File: src/rtl/mux4_rr_arbiter_if.sv
// mux4_rr_arbiter_if: request/grant bundle between four requesters and the
// round-robin arbiter that owns the select of the shared 4:1 data mux.
`timescale 1ns/1ps

interface mux4_rr_arbiter_if;
  logic [3:0] req;
  logic [3:0] grant;
  logic [1:0] sel;
  logic       valid;
  logic       timeout;

  modport master (output req, input grant, input sel, input valid, input timeout);
  modport slave  (input req, output grant, output sel, output valid, output timeout);
endinterface

File: src/rtl/mux4_rr_arbiter.sv
// mux4_rr_arbiter: round-robin owner of the shared 4:1 mux select.
// A winner keeps the grant until it drops its request; the released owner
// becomes lowest priority and every hand-over passes through one idle cycle.
// Optional feature macro: MUX4_ARB_TIMEOUT_EN forces a release after
// MAX_HOLD consecutive grant cycles and pulses 'timeout' once afterwards.
`timescale 1ns/1ps

module mux4_rr_arbiter #(
  parameter int MAX_HOLD = 8,
  parameter int HOLD_W   = 4
) (
  input  logic               clk,
  input  logic               rst_n,
  mux4_rr_arbiter_if.slave   bus
);

  typedef enum logic {IDLE, GRANT} state_t;

  state_t     state;
  logic [1:0] owner;
  logic [3:0] grant_q;
  logic [1:0] sel_q;
  logic       valid_q;
  logic [1:0] winner;
  logic [1:0] idx;

  // Out-of-range hold limits would make the timeout compare unreachable.
  if (MAX_HOLD < 1 || MAX_HOLD > (2 ** HOLD_W) - 1) begin : g_bad_max_hold
    $error("mux4_rr_arbiter: MAX_HOLD outside 1..2^HOLD_W-1");
  end

  // Rotating priority: scan from the farthest candidate (owner itself) to the
  // nearest (owner+1) so the nearest asserted request wins.
  always_comb begin
    winner = owner;
    idx    = owner;
    for (int k = 4; k >= 1; k--) begin
      idx = owner + 2'(k);
      if (bus.req[idx]) begin
        winner = idx;
      end
    end
  end

`ifdef MUX4_ARB_TIMEOUT_EN
  logic [HOLD_W-1:0] hold_cnt;
  logic              timeout_q;

  // Arbitration FSM with hold counter; a forced release after MAX_HOLD cycles
  // behaves like a voluntary one except for the one-cycle timeout pulse.
  always_ff @(posedge clk or negedge rst_n) begin
    if (!rst_n) begin
      state     <= IDLE;
      owner     <= 2'd3;
      grant_q   <= 4'b0000;
      sel_q     <= 2'd0;
      valid_q   <= 1'b0;
      hold_cnt  <= '0;
      timeout_q <= 1'b0;
    end else begin
      case (state)
        IDLE: begin
          timeout_q <= 1'b0;
          if (|bus.req) begin
            owner    <= winner;
            grant_q  <= 4'b0001 << winner;
            sel_q    <= winner;
            valid_q  <= 1'b1;
            hold_cnt <= HOLD_W'(1);
            state    <= GRANT;
          end
        end
        GRANT: begin
          if (!bus.req[owner]) begin
            grant_q <= 4'b0000;
            valid_q <= 1'b0;
            state   <= IDLE;
          end else if (hold_cnt == HOLD_W'(MAX_HOLD)) begin
            grant_q   <= 4'b0000;
            valid_q   <= 1'b0;
            timeout_q <= 1'b1;
            state     <= IDLE;
          end else begin
            hold_cnt <= hold_cnt + HOLD_W'(1);
          end
        end
        default: state <= IDLE;
      endcase
    end
  end

  assign bus.timeout = timeout_q;
`else
  // Arbitration FSM without a hold limit: the owner keeps the mux until it
  // drops its own request.
  always_ff @(posedge clk or negedge rst_n) begin
    if (!rst_n) begin
      state   <= IDLE;
      owner   <= 2'd3;
      grant_q <= 4'b0000;
      sel_q   <= 2'd0;
      valid_q <= 1'b0;
    end else begin
      case (state)
        IDLE: begin
          if (|bus.req) begin
            owner   <= winner;
            grant_q <= 4'b0001 << winner;
            sel_q   <= winner;
            valid_q <= 1'b1;
            state   <= GRANT;
          end
        end
        GRANT: begin
          if (!bus.req[owner]) begin
            grant_q <= 4'b0000;
            valid_q <= 1'b0;
            state   <= IDLE;
          end
        end
        default: state <= IDLE;
      endcase
    end
  end

  assign bus.timeout = 1'b0;
`endif

  assign bus.grant = grant_q;
  assign bus.sel   = sel_q;
  assign bus.valid = valid_q;

endmodule

File: src/flat_wrapper.sv
// flat-port wrapper written by rule: the top's interface ports become plain ports
module mux4_rr_arbiter_flat 
#(
  parameter int MAX_HOLD = 8,
  parameter int HOLD_W   = 4
)
  (clk, rst_n, bus_req, bus_grant, bus_sel, bus_valid, bus_timeout);
  mux4_rr_arbiter_if bus_i ();
  input  logic clk;
  input  logic rst_n;
  input wire logic [$bits(bus_i.req)-1:0] bus_req;
  output wire logic [$bits(bus_i.grant)-1:0] bus_grant;
  output wire logic [$bits(bus_i.sel)-1:0] bus_sel;
  output wire logic [$bits(bus_i.valid)-1:0] bus_valid;
  output wire logic [$bits(bus_i.timeout)-1:0] bus_timeout;
  assign bus_i.req = bus_req;
  assign bus_grant = bus_i.grant;
  assign bus_sel = bus_i.sel;
  assign bus_valid = bus_i.valid;
  assign bus_timeout = bus_i.timeout;
  mux4_rr_arbiter #(.MAX_HOLD(MAX_HOLD), .HOLD_W(HOLD_W)) u_core (.clk(clk), .rst_n(rst_n), .bus(bus_i));
endmodule
File: config.mk
export PLATFORM = sky130hd
export DESIGN_NAME = mux4_rr_arbiter_flat
export DESIGN_NICKNAME = d
export VERILOG_FILES = /design/src/rtl/mux4_rr_arbiter_if.sv /design/src/rtl/mux4_rr_arbiter.sv /design/src/flat_wrapper.sv
export SDC_FILE = /design/constraint.sdc
export NUM_CORES = 1
export LEC_CHECK = 0
export CAP_MARGIN = 30
export CORE_MARGIN = 2
export CORE_UTILIZATION = 30
export CTS_CLUSTER_SIZE = 12
export DETAILED_ROUTE_END_ITERATION = 7
export PLACE_DENSITY = 0.63
export SKIP_LAST_GASP = 1
export SYNTH_ARGS = -nofsm -noshare
export SYNTH_HDL_FRONTEND = slang
export SYNTH_SLANG_ARGS = --single-unit
File: constraint.sdc
create_clock -name clk -period 2.3 [get_ports clk]
set_clock_uncertainty 0.05 [all_clocks]
set_input_delay 0.46 -clock clk [delete_from_list [all_inputs] [get_ports clk]]
set_output_delay 0.46 -clock clk [all_outputs]
set_load 0.01 [all_outputs]
[Yosys cells after proc, flatten, opt, wreduce, memory -nomap -nowiden]
Cells that the tools add are included.
Operators by class
  shift-type cells: 1
  eq/ne operators: 2
  muxes and demuxes: 20
  reductions and logical operators: 3
  add/sub/neg operators: 3
  bitwise operators: 1
  magnitude comparators: 4
Operators by type and width (number)
  2-bit by 3-bit < comparator with 1-bit output (second input constant): 4
  1-bit binary-select mux with 2-bit select: 4
  1-bit two-way mux: 8
  4-bit two-way mux: 2
  4-bit one-hot mux with 2 select lines: 1
  2-bit two-way mux: 3
  2-bit adder (second input constant): 2
  1-bit one-hot mux with 2 select lines: 2
  2-bit AND reduction: 2
  4-bit OR reduction: 1
  1-bit by 2-bit left shift with 4-bit output (first input constant): 1
  2-bit by 1-bit adder with 2-bit output (second input constant): 1
  2-bit by 1-bit inequality test with 1-bit output (second input constant): 1
  2-bit inequality test (second input constant): 1
  1-bit NOT: 1
Storage, ports and cells
  word-level logic and storage cells: 39
  register bits: 10
  output and inout bits: 8

[Longest topological paths before layout]
Gate-level depths: netlist of the first run.
  depth after elaboration: 9
  depth in mapped cells: 5

[Worst setup path after synthesis of the first run]
No wires, ideal clock.
  kind: register -> register
  start point: register u_core.owner[1]
  end point: register u_core.grant_q[3], in the netlist u_core.bus.grant[3]
  setup slack: 0.596 ns
  data required time: 2.128 ns
  buffers on the path: 1
  library setup time: 0.122 ns
  stages on the path, launching flop included: 6
  arrival time: 1.532 ns
  period minus slack after synthesis: 1.704 ns
  cells stage by stage: dfstp_2 buf_6 mux4_2 nand2_1 o21ai_0 a32o_1
On the way
  word-level cells in the longest chain between the ends: 9
  elaborated cells between the ends (all ways): 19
  those cells by class: add/sub (3); eq/ne (1); shift (1); mux (13); reduce/logical (1)
RTL lines
  start: declaration: RTL line mux4_rr_arbiter.sv:20  | logic [1:0] owner;
  start signal: assignment: RTL line mux4_rr_arbiter.sv:107  | owner <= winner;
  2-bit adder: RTL line mux4_rr_arbiter.sv:38  | idx = owner + 2'(k);
  1-bit binary-select mux with 2-bit select: RTL line mux4_rr_arbiter.sv:39  | if (bus.req[idx]) begin
  1-bit two-way mux (implied by the code): RTL line mux4_rr_arbiter.sv:39
  2-bit two-way mux (3 in series): RTL line mux4_rr_arbiter.sv:39
  1-bit by 2-bit left shift with 4-bit output: RTL line mux4_rr_arbiter.sv:108  | grant_q <= 4'b0001 << winner;
  4-bit two-way mux: RTL line mux4_rr_arbiter.sv:106  | if (|bus.req) begin
  4-bit one-hot mux with 2 select lines: RTL line mux4_rr_arbiter.sv:104  | case (state)
  end signal: assignment: RTL line mux4_rr_arbiter.sv:108
  end: declaration: RTL line mux4_rr_arbiter.sv:21  | logic [3:0] grant_q;
Parallel ways exist; a longest one is shown, timed or not. The select of a mux whose other input is x is not followed.
A chain may end at the register's enable or synchronous reset.

[Worst setup path in the final report of the first run]
  start point: input port bus_req[3]
  end point: register u_core.grant_q[3], in the netlist u_core.bus.grant[3]
On the way
  word-level cells in the longest chain between the ends: 8
  elaborated cells between the ends (all ways): 18
  those cells by class: eq/ne (2); shift (1); mux (13); reduce/logical (2)
RTL lines
  start: declaration: RTL line flat_wrapper.sv:11  | input wire logic [$bits(bus_i.req)-1:0] bus_req;
  1-bit binary-select mux with 2-bit select: RTL line mux4_rr_arbiter.sv:39
  1-bit two-way mux (implied by the code): RTL line mux4_rr_arbiter.sv:39
  2-bit two-way mux (3 in series): RTL line mux4_rr_arbiter.sv:39
  1-bit by 2-bit left shift with 4-bit output: RTL line mux4_rr_arbiter.sv:108
  4-bit two-way mux: RTL line mux4_rr_arbiter.sv:106
  4-bit one-hot mux with 2 select lines: RTL line mux4_rr_arbiter.sv:104
Parallel ways exist; a longest one is shown, timed or not. The select of a mux whose other input is x is not followed.

==> qor.txt, run 1 <==
Reg2Reg Capture Point - u_core.bus.grant[3]
Synthesized flop and latch total - 10
Area Overhead vs Synth - 28.9%
DIE AREA - 2180 um2
Fin nets - 72
EDFF count, synth - 0
Sequential fraction of the synthesis area - 0.463
Initial antenna violation count - 0
DR WL met3 - 49 um
Largest net degree at the start of global routing - 11
Main combinational cell family by area after synthesis - compound AO/OA/AOI/OAI gates
Dominant synthesized flop cell - dfrtp_1
Internal power - 0.567 mW
Syn_nets - 58
Logic pwr share - 0.439
Met2 WL - 444 um
All-Layer GR Usage - 0.121
Post-synthesis adder-cell area fraction - 0
Post-DRT Antenna Nets - 0
Clk slew on worst S/H paths - 0.07 ns
Synth cell types - 28
Clock Path Buffers - 2
CP Data Required Time - 2.40 ns
Die extent in y - 46.6 um
Routed wire per std cell - 11.7 um
Outcome - finished, final reports clean
Row count - 15
Max Cap Viol - 0
Mux contribution to synthesized area - 0.0596
Compound-Gate Fraction of Synth Area - 0.204
Crit end category - flip-flop
Simple-gate portion of the synthesized area - 0.204
Top cells by area, synth - dfrtp_1 (37%), dfstp_2 (9.6%), a31oi_1 (5.7%), buf_6 (4.1%), mux4_2 (4.1%)
Most numerous cell in the Yosys netlist - dfrtp_1
Residual DRC - 0
Post-synth ARST share - 1.00
Final period util - 0.809
Hpwl dp - 778 um
Setup CP Type - in2reg
Final setup violating endpoints - 0
Worst Setup SP - bus_req[3]
Routed WL - 1.05 mm
Clock sink count - 10
Sequential group share of total power - 0.383
Unrepaired setup endpoints after global routing - no
Mapped Area - 546 um2
Vias in the first global route - 369
Worst Hold Slack - 0.444 ns
GP Congestion - 0.760
Die Wd - 46.6 um
Clock power share - 0.178
Yosys top cell by area - dfrtp_1
Net switching power - 0.325 mW
WL met1 - 538 um
Leakage - 0.287 nW
Worst Hold Depth - 1
Yosys warning count - 0
H-tree depth - 1
# diodes - 0
Power Density - 1270 nW/um2
Crit Path Max Fanout - 5
Crit path DAT - 1.96 ns
Drt first pass iters - 4
Reg2reg setup slack - 0.48 ns
Hold path startpoint - u_core.bus.grant[2]
Worst skew pair latency - 0.26 ns
Sw frac - 0.365
TNS Setup - 0 ns
I/O pin cnt - 14
Number of violations reported at the end of detailed-routing iteration 0 - 7
Cells on worst reg2reg path - 4
Layout cells sized above 1 - 0.169
Worst setup path endpoint - u_core.bus.grant[3]
Pins Over Slew Limit - 0
Commonest cells post-synth - dfrtp_1 (8), a31oi_1 (5), nand2_1 (5), nor2_1 (4)
Fin crit period - 1.86 ns
Root Buffer - clkbuf_4
Count of input and output buffers - 12
CTS tree - done
HP Class - reg2reg
Grt ovf - 0
Post_cts resized - 0
Initial Util - 0.316
Startpoint types - input port
First-pass GRT wire length - 1.66 mm
Yosys top cell area share - 0.367
DR vias - 425
Syn avg cell area - 10.5 um2
Peak supply drop - 0.000591 V
Total CTS buffers - 3
Cts hold-fix bufs - 0
Utilization after layout - 0.407
Final hold viol count - 0
Post-synthesis xor/xnor area fraction - 0
Setup bufs post-CTS - 0
Total core area - 1730 um2
Via density - 4.72
Fmax - 0.538 GHz
Reg2reg start - u_core.owner[1]
Synthesized instance count - 52
Top layer in use - met4
flip-flops by register name, summed over array words and instances, names as in the netlist:
signal / count
u_core.state: 1
u_core.bus.grant: 4
u_core.owner: 2
u_core.bus.sel: 2
u_core.bus.valid: 1
cell type report:
class	count	area (um2)
sequential	10	253
timing repair buffer	12	120
inverter	1	3.75
clock buffer	4	36.3
fill	176	1020
multi-input combinational	38	259
tap	25	31.3
through the flow:
| stage | total power, mW | cell area (um2) | cells | worst slack (ns) |
|---|---|---|---|---|
| 2_1_floorplan | 0.621 | 546 | 52 | 0.596 |
| 3_3_place_gp | 0.738 | 667 | 86 | 0.145 |
| 3_5_place_dp | 0.740 | 667 | 86 | 0.170 |
| 4_1_cts | 0.903 | 703 | 90 | 0.447 |
| 5_1_grt | 0.970 | 703 | 90 | 0.378 |
| 6_report | 0.892 | 703 | 90 | 0.440 |
cell usage in the layout, fill, tap and decap left out:
cell type and n:
nor2_1 4, or4_4 1, inv_1 1, nor2b_4 1
o21ai_0 2, nor3b_1 2, o2bb2ai_1 1, a32o_1 1
clkbuf_4 3, mux4_2 1, a21o_2 1, a31oi_1 5
nand3_1 2, o31ai_1 1, nand2b_2 1, a21o_1 1
nand2b_1 1, a22oi_1 1, a21oi_1 1, clkbuf_8 1
mux2i_1 1, nand3b_1 1, nor3_1 1, o21a_1 2
clkdlybuf4s50_1 12, dfstp_2 2, nand2_1 5, dfrtp_1 8
conb_1 1
worst max-delay path, cell delays in order:
cell,delay [ns]
clkdlybuf4s50_1,0.48
mux4_2,0.55
nand2_1,0.11
o21ai_0,0.12
a32o_1,0.23
power groups by stage:
stage	logic, mW	registers (mW)	clock network, mW
after floorplan	0.281	0.341	0
after global placement	0.391	0.347	0
after detailed placement	0.392	0.348	0
after CTS	0.394	0.344	0.165
after global routing	0.432	0.360	0.178
final	0.391	0.342	0.159
worst min-delay path by stage:
stage                               end  slack (ns)
floorplan           u_core.bus.grant[0]        0.11
global placement    u_core.bus.grant[2]        0.44
detailed placement  u_core.bus.grant[2]        0.43
CTS                 u_core.bus.grant[2]        0.45
global route        u_core.bus.grant[2]        0.48
finish              u_core.bus.grant[2]        0.44
kinds of logic (layout without fill, tap and decap cells):
family / after synthesis / count (layout)
compound gates: 16 / 16
buf+inv: 4 / 17
flops: 10 / 10
mux: 2 / 2
other cells: 1 / 1
simple gates: 19 / 19
metal layers:
| metal | track usage | vias to the layer above |
|---|---|---|
| li1 | - | 216 |
| met1 | 0.167 | 197 |
| met2 | 0.142 | 10 |
| met3 | 0.0471 | 2 |
| met4 | 0.100 | 0 |
| met5 | 0 | - |
Note: power is estimated with default switching activity, not from simulation.
==> run 2, diff against run 1 <==
Settings changed: PLACE_DENSITY 0.63 to 0.65.
Clock period 2.3 ns to 1.6 ns, I/O delays scaled along.
==> run 2 against run 1 <==
  * The run now ends with setup timing left
  * Utilization up 5.6 points
  * Design area up 14%
  * Sequential share of layout area down 4.3 points
  * First-iteration DRC count unchanged
  * Die area unchanged
  * Worst hold slack worse by 0.13 ns
==> qor.txt, run 2 (synthesized netlist as in run 1, its figures left out) <==
Routed WL - 1.15 mm (+9.0%)
Fin area - 800 um2 (+14%)
Power Density - 1800 nW/um2 (+42%)
Fmax - 0.611 GHz
Unrepaired setup endpoints after global routing - yes
Die Wd - 46.6 um (unchanged)
Die extent in y - 46.6 um (unchanged)
Drt first pass iters - 4 (unchanged)
Pins Over Slew Limit - 0 (unchanged)
Routed wire per std cell - 11.5 um (-1.9%)
Fillers - 171 (-2.8%)
Number of violations reported at the end of detailed-routing iteration 0 - 7 (unchanged)
Crit path DAT - 1.73 ns (-0.23 ns)
Clk slew on worst S/H paths - 0.07 ns (about the same)
Final hold viol count - 0 (unchanged)
CP Data Required Time - 1.70 ns (-0.70 ns)
# diodes - 0 (unchanged)
Reg2reg setup slack - -0.04 ns (-0.52 ns)
Worst skew pair latency - 0.26 ns (about the same)
Reg2reg start - u_core.owner[1]
Non-Filler Instances - 100 (+11%)
Via density - 4.64 (-1.7%)
Max Cap Viol - 0 (unchanged)
Area Overhead vs Synth - 46.6%
All-Layer GR Usage - 0.126 (+0.00522)
Initial Util - 0.316 (unchanged)
DR vias - 464 (+9.2%)
Final setup violating endpoints - 1 (+1)
Hpwl dp - 870 um (+12%)
Layout cells sized above 1 - 0.347 (+0.177)
Total core area - 1730 um2 (unchanged)
Reg2Reg Capture Point - u_core.bus.grant[3]
Startpoint types - flip-flop
Residual DRC - 0 (unchanged)
Total CTS buffers - 3 (unchanged)
Clock Path Buffers - 2 (unchanged)
Grt ovf - 0 (unchanged)
Root Buffer - clkbuf_4
Row count - 15 (unchanged)
First-pass GRT wire length - 1.81 mm (+8.7%)
Fin worst setup slack - -0.0356 ns (-0.476 ns)
TNS Setup - -0.0356 ns (-0.0356 ns)
Cell count after placement - 94 (+9.3%)
Outcome - finished, violations left
Post-DRT Antenna Nets - 0 (unchanged)
Most frequent cells in the layout - buf_4 (10), clkdlybuf4s50_1 (8), dfrtp_1 (8)
Largest net degree at the start of global routing - 11 (unchanged)
HP Class - in2async
Placement Cell Area - 727 um2 (+9.0%)
Failing checks - setup timing
GP Congestion - 0.803 (+5.6%)
DIE AREA - 2180 um2 (unchanged)
Leakage - 0.368 nW (+28%)
Crit Path Max Fanout - 4 (-1)
I/O pin cnt - 14 (unchanged)
Fin crit period - 1.64 ns
Setup CP Type - reg2reg
Final period util - 1.02
Cells on worst reg2reg path - 4 (unchanged)
Most common cell after layout, fill and taps aside - buf_4
Fin nets - 82 (+14%)
Initial antenna violation count - 0 (unchanged)
H-tree depth - 1 (unchanged)
Total power - 1.44 mW (+61%)
Flip-flop count of the largest register after layout - 4 (unchanged)
CTS tree - done
Vias in the first global route - 431 (+17%)
Count of input and output buffers - 12 (unchanged)
Peak supply drop - 0.000651 V (+10%)
Crit end category - flip-flop
Clock sink count - 10 (unchanged)
-- run 2: changes by cell type in the layout (fill, tap and decap cells not counted), moves of 2 or more --
| cell | delta |
|---|---|
| dlymetal6s2s_1 | +3 |
| buf_4 | +10 |
| clkdlybuf4s50_1 | -4 |
| o21ai_0 | -2 |
-- run 2: routing by layer --
layer | GRT usage | vias up | share of wire
met5 | 0 | - | 0
met2 | 0.172 | 11 | 0.44
met1 | 0.163 | 213 | 0.51
met4 | 0.100 | 0 | 0.016
li1 | - | 238 | -
met3 | 0.0353 | 2 | 0.040
-- run 2: power by group --
part	leakage, nW	switching, mW	internal, mW	total (mW)
combinational	0.228	0.320	0.405	0.725
clock	0.0210	0.0875	0.138	0.226
sequential	0.119	0.107	0.377	0.485
total	0.368	0.515	0.920	1.44
-- run 2: worst max path at each step --
stage	depth (start not counted)	end	start	slack (ns)
after global routing	4	u_core.bus.grant[3]	u_core.owner[1]	-0.07
after global placement	4	u_core.bus.grant[3]	bus_req[1]	-0.33
after detailed placement	4	u_core.bus.grant[3]	bus_req[1]	-0.36
after floorplan	5	u_core.bus.grant[3]	u_core.owner[1]	-0.07
final	4	u_core.bus.grant[3]	u_core.owner[1]	-0.04
after CTS	4	u_core.bus.grant[3]	u_core.owner[1]	-0.05
-- run 2: worst max-delay path, cell delays in order, from the launching register on --
cell     delay, ns
dfstp_2       0.55
mux4_2        0.55
nand2_2       0.10
o21ai_2       0.06
a32o_1        0.21
-- run 2: final cells by class --
cell class	count	area, um2	share of cell area
Inverter	1	3.75	0.00469
Sequential cell	10	253	0.316
Tap cell	25	31.3	0.0391
Multi-Input combinational cell	38	274	0.343
Clock buffer	4	36.3	0.0454
Timing Repair Buffer	22	201	0.252
-- run 2: what timing repair did --
action | CTS | global route
endpoints found under the setup margin | 7 | 9
gates cloned | 0 | 0
hold buffers | 0 | 0
buffers inserted | 2 | 0
pin swaps | 1 | 1
resized for setup | 3 | 7
-- run 2: stage by stage --
| stage | utilization | hold WS (ns) | setup WS, ns |
|---|---|---|---|
| after detailed placement | 0.421 | 0.434 | -0.355 |
| after floorplan | - | -0.0256 | -0.0687 |
| after global placement | 0.421 | 0.432 | -0.326 |
| after global routing | 0.463 | 0.360 | -0.0738 |
| final | 0.463 | 0.315 | -0.0356 |
| after CTS | 0.454 | 0.338 | -0.0507 |
==> run 3, diff against run 2 <==
Settings changed: CAP_MARGIN 30 to unset, SLEW_MARGIN set to 20.
==> results of run 3 <==
Final layout, timing and power as in run 2 (identical DEF).
